<file path="src/rtl/seq_shift_if.sv">
// Request/response bundle for the sequential shifter: operands and start
// from the requester, busy/done/result back from the engine.
interface seq_shift_if #(
  parameter int WIDTH = 8,
  parameter int AMT_W = 8
) ();
  logic             start;
  logic [WIDTH-1:0] data_in;
  logic [AMT_W-1:0] amt;
  logic [1:0]       mode;
  logic             busy;
  logic             done;
  logic [WIDTH-1:0] data_out;

  modport master (
    output start, data_in, amt, mode,
    input  busy, done, data_out
  );

  modport slave (
    input  start, data_in, amt, mode,
    output busy, done, data_out
  );
endinterface

</file>
<file path="src/rtl/seq_shift_unit.sv">
// Multi-cycle shift/rotate engine. Moves the operand by up to STEP bit
// positions per clock, counting the remaining distance down to zero.
//
//   state | meaning
//   ------+---------------------------------------------------------
//   IDLE  | waiting for start; operands latched when start is seen
//   SHIFT | working register moves by min(STEP, cnt) every cycle
//   DONE  | result published, done pulsed for one cycle
module seq_shift_unit #(
  parameter int WIDTH = 8,
  parameter int AMT_W = 8,
  parameter int STEP  = 1
) (
  input  logic        clk,
  input  logic        rst,
  seq_shift_if.slave  bus
);

  localparam int CNT_W = $clog2(WIDTH + 1);

  localparam logic [1:0] M_LSR = 2'b00;
  localparam logic [1:0] M_LSL = 2'b01;
  localparam logic [1:0] M_ASR = 2'b10;
  localparam logic [1:0] M_ROR = 2'b11;

  typedef enum logic [1:0] {IDLE, SHIFT, DONE} state_t;

  state_t           state_q, state_d;
  logic [WIDTH-1:0] work_q, work_d;
  logic [WIDTH-1:0] data_out_q;
  logic [1:0]       mode_q;
  logic [CNT_W-1:0] cnt_q, cnt_d;
  logic [CNT_W-1:0] cnt_init;
  logic [CNT_W-1:0] k;

  // k is never 0 for ROR (cnt < WIDTH there), so WIDTH-k stays in range.
  function automatic logic [WIDTH-1:0] shift_by(input logic [WIDTH-1:0] w,
                                                input logic [1:0]       m,
                                                input logic [CNT_W-1:0] n);
    case (m)
      M_LSR:   shift_by = w >> n;
      M_LSL:   shift_by = w << n;
      M_ASR:   shift_by = $unsigned($signed(w) >>> n);
      default: shift_by = (w >> n) | (w << (CNT_W'(WIDTH) - n));
    endcase
  endfunction

  // Starting distance: saturate at WIDTH for shifts, wrap for rotate.
  always_comb begin
    cnt_init = '0;
    if (bus.mode == M_ROR)
      cnt_init = CNT_W'(32'(bus.amt) % 32'(WIDTH));
    else if (32'(bus.amt) >= 32'(WIDTH))
      cnt_init = CNT_W'(WIDTH);
    else
      cnt_init = CNT_W'(bus.amt);
  end

  assign k = (cnt_q > CNT_W'(STEP)) ? CNT_W'(STEP) : cnt_q;

  // State register.
  always_ff @(posedge clk) begin
    if (rst) state_q <= IDLE;
    else     state_q <= state_d;
  end

  // Next state and next working-register / counter values.
  always_comb begin
    state_d = state_q;
    work_d  = work_q;
    cnt_d   = cnt_q;
    case (state_q)
      IDLE: begin
        if (bus.start) begin
          work_d  = bus.data_in;
          cnt_d   = cnt_init;
          state_d = (cnt_init == '0) ? DONE : SHIFT;
        end
      end
      SHIFT: begin
        work_d = shift_by(work_q, mode_q, k);
        cnt_d  = cnt_q - k;
        if (cnt_q == k) state_d = DONE;
      end
      default: state_d = IDLE;
    endcase
  end

  // Datapath registers; data_out only moves on the edge entering DONE.
  always_ff @(posedge clk) begin
    if (rst) begin
      work_q     <= '0;
      cnt_q      <= '0;
      mode_q     <= M_LSR;
      data_out_q <= '0;
    end else begin
      work_q <= work_d;
      cnt_q  <= cnt_d;
      if (state_q == IDLE && bus.start) mode_q <= bus.mode;
      if (state_d == DONE && state_q != DONE) data_out_q <= work_d;
    end
  end

  assign bus.busy     = (state_q != IDLE);
  assign bus.done     = (state_q == DONE);
  assign bus.data_out = data_out_q;

endmodule

</file>
<file path="src/flat_wrapper.sv">
// flat-port wrapper written by rule: the top's interface ports become plain ports
module seq_shift_unit_flat 
#(
  parameter int WIDTH = 8,
  parameter int AMT_W = 8,
  parameter int STEP  = 1
)
  (clk, rst, bus_start, bus_data_in, bus_amt, bus_mode, bus_busy, bus_done, bus_data_out);
  seq_shift_if #(.WIDTH(WIDTH), .AMT_W(AMT_W)) bus_i ();
  input  logic clk;
  input  logic rst;
  input wire logic [$bits(bus_i.start)-1:0] bus_start;
  input wire logic [$bits(bus_i.data_in)-1:0] bus_data_in;
  input wire logic [$bits(bus_i.amt)-1:0] bus_amt;
  input wire logic [$bits(bus_i.mode)-1:0] bus_mode;
  output wire logic [$bits(bus_i.busy)-1:0] bus_busy;
  output wire logic [$bits(bus_i.done)-1:0] bus_done;
  output wire logic [$bits(bus_i.data_out)-1:0] bus_data_out;
  assign bus_i.start = bus_start;
  assign bus_i.data_in = bus_data_in;
  assign bus_i.amt = bus_amt;
  assign bus_i.mode = bus_mode;
  assign bus_busy = bus_i.busy;
  assign bus_done = bus_i.done;
  assign bus_data_out = bus_i.data_out;
  seq_shift_unit #(.WIDTH(WIDTH), .AMT_W(AMT_W), .STEP(STEP)) u_core (.clk(clk), .rst(rst), .bus(bus_i));
endmodule
</file>
<file path="config.mk">
export PLATFORM = sky130hd
export DESIGN_NAME = seq_shift_unit_flat
export DESIGN_NICKNAME = d
export VERILOG_FILES = /design/src/rtl/seq_shift_if.sv /design/src/rtl/seq_shift_unit.sv /design/src/flat_wrapper.sv
export SDC_FILE = /design/constraint.sdc
export NUM_CORES = 1
export LEC_CHECK = 0
export ABC_CLOCK_PERIOD_IN_PS = 5250
export CAP_MARGIN = 10
export CORE_ASPECT_RATIO = 1.4
export CORE_UTILIZATION = 55
export CTS_CLUSTER_DIAMETER = 150
export CTS_CLUSTER_SIZE = 24
export DETAILED_ROUTE_END_ITERATION = 16
export GPL_ROUTABILITY_DRIVEN = 0
export GPL_TIMING_DRIVEN = 0
export PLACE_DENSITY_LB_ADDON = 0.2
export SETUP_SLACK_MARGIN = 0.5
export SYNTH_ARGS = -nofsm -noshare
export SYNTH_HDL_FRONTEND = slang
export SYNTH_SLANG_ARGS = --single-unit
</file>
<file path="constraint.sdc">
create_clock -name clk -period 5.25 [get_ports clk]
set_input_delay 1.05 -clock clk [delete_from_list [all_inputs] [get_ports clk]]
set_output_delay 1.05 -clock clk [all_outputs]
set_load 0.05 [all_outputs]
</file>
==> results of run 1 <==
-- path summary, 6_finish.rpt --
kind,startpoint,to,slack [ps]
setup / recovery,bus_start,u_core.bus.data_out[3],2110
hold / removal,u_core.bus.data_out[0],u_core.bus.data_out[0],470
setup reg to reg,u_core.cnt_q[1],u_core.bus.data_out[6],2210
hold reg to reg,u_core.bus.data_out[0],u_core.bus.data_out[0],470
-- stage by stage --
| step | util, % | worst slack, ps |
|---|---|---|
| 2_1_floorplan | - | 2580 |
| 3_3_place_gp | 71.3 | 1910 |
| 3_5_place_dp | 71.3 | 1810 |
| 4_1_cts | 73.3 | 2150 |
| 5_1_grt | 73.3 | 1980 |
| 6_report | 73.3 | 2110 |
-- area by class of cell --
type                            count  area [sq um]  share of cell area, %
Clock inverter                      1          30.0                   1.55
Inverter                           12          45.0                   2.33
Tap cell                           36          45.0                   2.33
Timing Repair Buffer               29           290                   15.0
Buffer                             15          70.1                   3.62
Clock buffer                        3          22.5                   1.16
Multi-Input combinational cell    147           953                   49.2
Sequential cell                    24           480                   24.8
-- kinds of logic after synthesis --
family	after synthesis	share of synthesized area, %
xor gates and xnor gates	1	0.566
adders and majority gates	2	1.62
buffers and inverters	27	7.43
DFF	24	31.0
AOI/OAI and AO/OA	65	31.4
other	1	0.242
and+or+nand+nor	71	22.3
muxes	7	5.41
-- worst max-delay path: cells and delay by family --
family	cells	cell delay, ps
compound gates	2	570
buf+inv	3	1100
simple gates	2	680
-- flip-flops by register name, indices dropped and copies added, names as in the netlist --
register and flops:
u_core.mode_q 2, u_core.work_q 8, u_core.state_q 2, u_core.bus.data_out 8, u_core.cnt_q 4
-- routing by layer --
layer / global-route usage [%] / vias to the layer above
met4: 23.9 / 0
met3: 7.80 / 19
met2: 52.4 / 81
li1: - / 786
met1: 35.4 / 767
met5: 0 / -
-- power breakdown --
group          internal (mW)  switching, mW  total [mW]
clock network         0.0773         0.0604       0.138
registers              0.201         0.0182       0.219
logic                 0.0959          0.144       0.240
-- cells in the final DEF (no fill, tap or decap), types with 3 or more instances in the layout --
| cell type | Yosys | layout |
|---|---|---|
| or2_2 | 3 | 3 |
| clkbuf_1 | 11 | 11 |
| a221oi_1 | 3 | 3 |
| nand2_1 | 17 | 17 |
| a211oi_1 | 8 | 8 |
| a31oi_1 | 5 | 5 |
| nand3_1 | 7 | 7 |
| a22oi_1 | 7 | 7 |
| nor2_1 | 22 | 22 |
| clkbuf_4 | 0 | 3 |
| nor2b_1 | 8 | 8 |
| a21oi_1 | 13 | 13 |
| o21ai_0 | 8 | 8 |
| inv_1 | 11 | 11 |
| dfxtp_1 | 24 | 24 |
| nor3_1 | 4 | 4 |
| mux2i_1 | 5 | 5 |
| nand2b_1 | 3 | 3 |
| clkdlybuf4s50_1 | 0 | 29 |
==> flow_metrics.env, run 1 <==
export IMPL_reg2reg_depth=11
export IMPL_syn_avg_cell_area_sq_um=7.82
export IMPL_ir_drop_mv=0.214
export IMPL_cts_hold_buf=0
export IMPL_timing_fmax_mhz=318
export IMPL_io_pins=31
export IMPL_drcViolationCount=0
export IMPL_worstMarginPinSlew_ps=654
export IMPL_yosys_area_top_type_share_pct=31.0
export IMPL_dp_cells=263
export IMPL_synth_area_sq_um=1550
export IMPL_synth_ff_type="dfxtp_1"
export IMPL_syn_nets=221
export IMPL_dr_wl_met3_microns=255
export IMPL_crit_fanout=10
export IMPL_antenna_found_initial=0
export IMPL_num_fill_cells=219
export IMPL_die_height_microns=64.8
export IMPL_drtIter0Drc=90
export IMPL_cp_slowest_cell="nor2_1"
export IMPL_critical_path_class="in -> reg"
export IMPL_grt_usage_pct=32.7
export IMPL_postPlaceCellArea_sq_um=1880
export IMPL_synth_area_leaders="dfxtp_1 31%, nor2_1 5.3%, a21oi_1 4.2%"
export IMPL_drt_wl_total_microns=4400
export IMPL_fin_crit_sh_pct=59.9
export IMPL_antenna_diode_count=0
export IMPL_min_path_cells=2
export IMPL_initial_utilization_pct=58.6
export IMPL_cts_buffers=3
export IMPL_post_synth_top_count_cell="dfxtp_1"
export IMPL_slowest_delay_ps=610
export IMPL_ys_warn_count=0
export IMPL_worstPathCellList="clkdlybuf4s50_1, clkinv_1, nor2_1, a32o_1, buf_2, nor2_1, a211oi_2"
export IMPL_overflow=0
export IMPL_dieArea_sq_um=3040
export IMPL_cts_htree_levels=1
export IMPL_final_cells=267
export IMPL_critPathMostFrequentCell="nor2_1"
export IMPL_cts_setup_buffers=0
export IMPL_finalSetupViolCount=0
export IMPL_synth_cells=198
export IMPL_hold_path_class="reg -> reg"
export IMPL_clk_latency_ps=330
export IMPL_outcome="completed"
export IMPL_wl_met1_microns=1660
export IMPL_drive_above_1_share_pct=8.66
export IMPL_holdWs_ps=467
export IMPL_synth_cell_type_count=50
export IMPL_nets=255
export IMPL_grt_max_degree=15
export IMPL_synth_edff_count=0
export IMPL_synthArstFlopShare_pct=0
export IMPL_synth_seq_area_share_pct=31.0
export IMPL_synth_top_area_cell="dfxtp_1"
export IMPL_rows=22
export IMPL_cts_tree="built"
export IMPL_post_cts_resized=0
export IMPL_finalCriticalPeriod_ps=3140
export IMPL_dp_hpwl_microns=3290
export IMPL_cts_max_path_buffers=2
export IMPL_maxSlewViolCount=0
export IMPL_ant_nets=0
export IMPL_portBuffers=29
export IMPL_cap_violations=0
export IMPL_vias_per_cell=6.19
export IMPL_arrival_ps=3410
export IMPL_routed_top_layer="met4"
export IMPL_finalPower_uw=597
export IMPL_grt_pass1_vias=1715
export IMPL_wire_per_inst_microns=16.5
export IMPL_cp_end_kind="register"
export IMPL_core_sq_um=2640
export IMPL_path_clk_slew_ps=140
export IMPL_grt_pass1_wl_microns=7220
export IMPL_area_delta_synth_final_pct=25.0
export IMPL_yosys_register_bits=24
export IMPL_critPathRequiredTime_ps=5520
export IMPL_finalSetupTns_ps=0
export IMPL_wl_met2_microns=2310
export IMPL_die_width_microns=46.9
export IMPL_skew_ps=8.49
export IMPL_final_cell_area_sq_um=1940
export IMPL_detailedRoute_firstPassIterationCount=4
export IMPL_leakage_nw=0.696
export IMPL_finalHoldViolCount=0
export IMPL_rsz0062_at_grt="false"
export IMPL_vias=1653
export IMPL_cts_root_buf="clkbuf_4"
export IMPL_max_slew_margin_rel_pct=56.3
export IMPL_cts_sinks=24
export IMPL_synth_commonest_cells="24 x dfxtp_1, 22 x nor2_1, 17 x nand2_1, 13 x a21oi_1"
export IMPL_p_per_area_nw_per_um2=308
export IMPL_start_kind="primary input"
(Power assumes the default switching activity.)
==> run 2: changes to the inputs <==
--- a/config.mk
+++ b/config.mk
@@ -5,10 +5,10 @@
 export SDC_FILE = /design/constraint.sdc
 export NUM_CORES = 1
 export LEC_CHECK = 0
-export ABC_CLOCK_PERIOD_IN_PS = 5250
+export ABC_CLOCK_PERIOD_IN_PS = 3100
 export CAP_MARGIN = 10
 export CORE_ASPECT_RATIO = 1.4
-export CORE_UTILIZATION = 55
+export CORE_UTILIZATION = 51
 export CTS_CLUSTER_DIAMETER = 150
 export CTS_CLUSTER_SIZE = 24
 export DETAILED_ROUTE_END_ITERATION = 16
==> constraint.sdc (replaced) <==
create_clock -name clk -period 3.1 [get_ports clk]
set_input_delay 0.62 -clock clk [delete_from_list [all_inputs] [get_ports clk]]
set_output_delay 0.62 -clock clk [all_outputs]
set_load 0.05 [all_outputs]
==> run 2 against run 1 <==
Worst hold slack got worse by 5.0 ps. Via count rose by 1.7%. Non-clock buffer count grew 3. Total power up 74%. Sequential share of layout area shrank 1.1 points. Clock skew hardly changed. Final cell count increased by 1.5%. Combinational power grew 89%. Critical path type is now reg -> reg. Largest power group unchanged. Highest routed layer unchanged.
==> flow_metrics.env, run 2 (synthesis results as in run 1) <==
export IMPL_cts_tree="built"
export IMPL_maxSlewViolCount=0
export IMPL_drt_wl_total_microns=4360
export IMPL_max_slew_margin_rel_pct=60.6
export IMPL_nets=258
export IMPL_critical_path_class="reg -> reg"
export IMPL_num_fill_cells=227
export IMPL_rows=23
export IMPL_drive_above_1_share_pct=14.1
export IMPL_crit_fanout=8
export IMPL_clk_latency_ps=270
export IMPL_finalCriticalPeriod_ps=2510
export IMPL_arrival_ps=2640
export IMPL_leakage_nw=0.750
export IMPL_antenna_found_initial=0
export IMPL_timing_fmax_mhz=399
export IMPL_critPathRequiredTime_ps=3230
export IMPL_slowest_delay_ps=520
export IMPL_detailedRoute_firstPassIterationCount=4
export IMPL_drcViolationCount=0
export IMPL_drtIter0Drc=66
export IMPL_outcome="completed"
export IMPL_antenna_diode_count=0
export IMPL_p_per_area_nw_per_um2=510
export IMPL_die_height_microns=67.2
export IMPL_cts_htree_levels=1
export IMPL_layout_commonest_cell="clkdlybuf4s50_1"
export IMPL_path_clk_slew_ps=90
export IMPL_vias=1681
export IMPL_cts_buffers=3
export IMPL_cp_slowest_cell="or4_4"
export IMPL_final_cell_mix="28 x clkdlybuf4s50_1, 22 x dfxtp_1, 21 x nor2_1"
export IMPL_dieArea_sq_um=3260
export IMPL_dpl_worst_slack_ps=151
export IMPL_ant_nets=0
export IMPL_fin_crit_sh_pct=80.9
export IMPL_rsz0062_at_grt="false"
export IMPL_skew_ps=8.39
export IMPL_crit_family="compound AO/OA/AOI/OAI gates"
export IMPL_fin_ws_ps=594
export IMPL_cts_sinks=24
export IMPL_grt_max_degree=14
export IMPL_die_width_microns=48.6
export IMPL_cp_end_kind="register"
export IMPL_worstMarginPinSlew_ps=591
export IMPL_finalPower_mw=1.04
export IMPL_io_pins=31
export IMPL_worstPathCellList="or4_4, buf_6, inv_2, buf_6, ha_4, buf_8, mux2i_1, o311a_1, o311ai_4, a221oi_4, a211oi_2"
export IMPL_area_delta_synth_final_pct=31.6
export IMPL_seq_area_sq_um=483
export IMPL_grt_pass1_wl_microns=7110
export IMPL_vias_per_cell=6.20
export IMPL_critPathMostFrequentCell="buf_6"
export IMPL_cts_root_buf="clkbuf_8"
export IMPL_multi_input_area_sq_um=998
export IMPL_overflow=0
export IMPL_grt_usage_pct=28.2
export IMPL_initial_utilization_pct=53.8
export IMPL_finalHoldViolCount=0
export IMPL_portBuffers=29
export IMPL_ir_drop_mv=0.415
export IMPL_core_sq_um=2880
export IMPL_grt_pass1_vias=1575
export IMPL_finalSetupTns_ps=0
export IMPL_crit_buf_inv=4
export IMPL_wire_per_inst_microns=16.1
export IMPL_holdWs_ps=462
export IMPL_cts_max_path_buffers=2
export IMPL_dp_hpwl_microns=3120
export IMPL_start_kind="register"
export IMPL_cap_violations=0
export IMPL_finalSetupViolCount=0
export IMPL_hold_path_class="reg -> reg"
[run 2: worst paths after layout]
check                           cells after the start  slack [ps]                   start                endpoint
worst min-delay path                                2         460  u_core.bus.data_out[0]  u_core.bus.data_out[0]
worst min register to register                      2         460  u_core.bus.data_out[0]  u_core.bus.data_out[0]
worst max-delay path                               11         590         u_core.cnt_q[1]  u_core.bus.data_out[7]
worst max register to register                     11         590         u_core.cnt_q[1]  u_core.bus.data_out[7]
[run 2: power by group]
group          total (mW)  switching [mW]  internal (mW)
combinational       0.454           0.259          0.195
sequential          0.371          0.0303          0.340
clock               0.215           0.101          0.113
total                1.04           0.391          0.649
[run 2: worst register-to-register path, delay by kind of cell (launching register included)]
kind / cells / cell delay [ps]
adder cells (fa/ha/maj): 1 / 200
buffers and inverters: 4 / 420
flip-flops: 1 / 330
multiplexers: 1 / 160
AO/OA/AOI/OAI: 4 / 750
AND/OR/NAND/NOR: 1 / 520
[run 2: layout make-up]
type	instances	share of cell area, %
Inverter	12	2.21
Tap cell	37	2.27
Timing Repair Buffer	32	15.5
Multi-Input combinational cell	147	49.0
Sequential cell	24	23.7
Clock buffer	4	2.70
Buffer	15	4.67
[run 2: timing repair]
item / CTS / global route
hold buffers: 0 / 0
gates resized for setup: 11 / 7
pin swaps: 4 / 4
endpoints found under the hold margin: 0 / 0
setup endpoints to repair: 13 / 9
buffers inserted: 3 / 0
[run 2: through the flow]
| stage | utilization (%) | instance area, sq um | instances |
|---|---|---|---|
| after floorplan | - | 1550 | 198 |
| after global placement | 65.6 | 1890 | 264 |
| after detailed placement | 65.6 | 1890 | 264 |
| after CTS | 69.5 | 2000 | 271 |
| after global routing | 70.8 | 2040 | 271 |
| final | 70.8 | 2040 | 271 |
[run 2: layer usage]
metal | up-vias | wire (microns) | track usage [%]
li1 | 794 | - | -
met1 | 775 | 1660 | 31.8
met2 | 92 | 2210 | 51.2
met3 | 20 | 304 | 3.38
met4 | 0 | 179 | 17.6
met5 | - | 0 | 0
==> run 3: changes to the inputs <==
--- a/config.mk
+++ b/config.mk
@@ -5,10 +5,10 @@
 export SDC_FILE = /design/constraint.sdc
 export NUM_CORES = 1
 export LEC_CHECK = 0
-export ABC_CLOCK_PERIOD_IN_PS = 3100
+export ABC_CLOCK_PERIOD_IN_PS = 2220
 export CAP_MARGIN = 10
 export CORE_ASPECT_RATIO = 1.4
-export CORE_UTILIZATION = 51
+export CORE_UTILIZATION = 46
 export CTS_CLUSTER_DIAMETER = 150
 export CTS_CLUSTER_SIZE = 24
 export DETAILED_ROUTE_END_ITERATION = 16
==> constraint.sdc (replaced) <==
create_clock -name clk -period 2.22 [get_ports clk]
set_input_delay 0.444 -clock clk [delete_from_list [all_inputs] [get_ports clk]]
set_output_delay 0.444 -clock clk [all_outputs]
set_load 0.05 [all_outputs]
==> run 3 against run 2 <==
Clock-buffer cell count decreased by 1. The run now ends with setup timing left. Largest power group unchanged. Total power increased by 61%. Worst setup slack got worse by 860 ps. Critical path depth unchanged. Highest routed layer unchanged. First-iteration DRC count decreased by 9.1%.
==> flow_metrics.env, run 3 (synthesis results as in run 1) <==
export IMPL_cts_hold_buf=0
export IMPL_cts_sinks=24
export IMPL_grt_usage_pct=27.0
export IMPL_outcome="complete, but fails checks"
export IMPL_grt_max_degree=15
export IMPL_drive_above_1_share_pct=29.4
export IMPL_dp_cells=266
export IMPL_die_width_microns=51.0
export IMPL_critical_path_class="reg -> reg"
export IMPL_start_kind="register"
export IMPL_arrival_ps=2630
export IMPL_ir_drop_mv=0.491
export IMPL_antenna_diode_count=0
export IMPL_finalSetupViolCount=14
export IMPL_core_sq_um=3150
export IMPL_clk_latency_ps=270
export IMPL_routed_top_layer="met4"
export IMPL_overflow=0
export IMPL_wl_met2_microns=2590
export IMPL_finalHoldViolCount=0
export IMPL_fin_crit_sh_pct=112
export IMPL_cap_violations=0
export IMPL_reg2reg_slack_ps=-260
export IMPL_antenna_found_initial=0
export IMPL_finalSetupTns_ps=-2330
export IMPL_cts_htree_levels=1
export IMPL_cts_tree="built"
export IMPL_cp_end_kind="register"
export IMPL_initial_utilization_pct=49.1
export IMPL_portBuffers=29
export IMPL_area_delta_synth_final_pct=49.1
export IMPL_nets=276
export IMPL_drtIter0Drc=60
export IMPL_grt_pass1_wl_microns=7510
export IMPL_fin_ws_ps=-263
export IMPL_final_cell_mix="21 x nor2_1, 21 x dfxtp_1, 16 x buf_4"
export IMPL_cts_buffers=3
export IMPL_final_cells=291
export IMPL_vias_per_cell=5.98
export IMPL_wire_per_inst_microns=16.8
export IMPL_rsz0062_at_grt="true"
export IMPL_timing_fmax_mhz=403
export IMPL_grt_pass1_vias=1671
export IMPL_path_clk_slew_ps=90
export IMPL_skew_ps=1.21
export IMPL_leakage_nw=0.925
export IMPL_cts_root_buf="clkbuf_8"
export IMPL_cts_max_path_buffers=2
export IMPL_p_per_area_nw_per_um2=726
export IMPL_violations="setup timing"
export IMPL_crit_fanout=8
export IMPL_wl_met1_microns=2020
export IMPL_vias=1739
export IMPL_final_util_pct=73.3
export IMPL_critPathRequiredTime_ps=2370
export IMPL_hold_path_class="reg -> reg"
export IMPL_finalCriticalPeriod_ps=2480
export IMPL_drt_wl_total_microns=4880
export IMPL_rows=24
export IMPL_dp_hpwl_microns=3140
export IMPL_dieArea_sq_um=3610
export IMPL_die_height_microns=70.7
export IMPL_dr_wl_met3_microns=153
export IMPL_detailedRoute_firstPassIterationCount=4
export IMPL_worstMarginPinSlew_ps=537
export IMPL_maxSlewViolCount=0
export IMPL_max_slew_margin_rel_pct=64.2
export IMPL_drcViolationCount=0
export IMPL_io_pins=31
export IMPL_ant_nets=0
-- run 3: stage by stage --
stage | power [mW] | cell area, sq um | hold WS, ps | worst slack (ps)
after floorplan | 0.969 | 1640 | 478 | 191
after global placement | 1.13 | 1980 | 449 | -380
after detailed placement | 1.13 | 1980 | 454 | -399
after CTS | 1.60 | 2190 | 464 | -315
after global routing | 1.75 | 2310 | 496 | -343
final | 1.68 | 2310 | 460 | -263
-- run 3: area by class of cell --
class,instances,area (sq um)
flip-flops and latches,24,484
multi-input cells,147,1080
repair buffers,50,454
plain buffers,15,124
clock inverters,1,30.0
inverters,12,50.0
clock buffers,3,41.3
well taps,39,48.8
fillers,246,843
-- run 3: final timing paths --
path,end,cells past startpoint,from
worst min register to register,u_core.bus.data_out[0],2,u_core.bus.data_out[0]
worst min-delay path,u_core.bus.data_out[0],2,u_core.bus.data_out[0]
worst max register to register,u_core.bus.data_out[7],11,u_core.cnt_q[0]
worst max-delay path,u_core.bus.data_out[7],11,u_core.cnt_q[0]
-- run 3: what timing repair did --
action,in CTS,in global routing
setup endpoints to repair,34,21
gates cloned,0,0
pin swaps,14,20
buffers inserted,12,9
resized for setup,41,16
-- run 3: where the power goes --
group,switching (mW),total [mW],internal [mW]
logic,0.407,0.766,0.359
clock network,0.147,0.389,0.241
registers,0.0466,0.522,0.476
total,0.601,1.68,1.08
-- run 3: worst max-delay path, cell delays in order, from the launching register on --
cell	delay (ps)
dfxtp_2	330
or4_4	530
buf_6	140
inv_4	50
buf_8	90
ha_4	190
buf_8	130
mux2i_1	140
o311a_1	210
o311ai_4	110
a221oi_2	330
a211oi_2	110
-- run 3: metal layers --
layer	track usage [%]	vias up
li1	-	831
met1	30.9	838
met2	48.8	55
met3	2.80	15
met4	12.0	0
met5	0	-
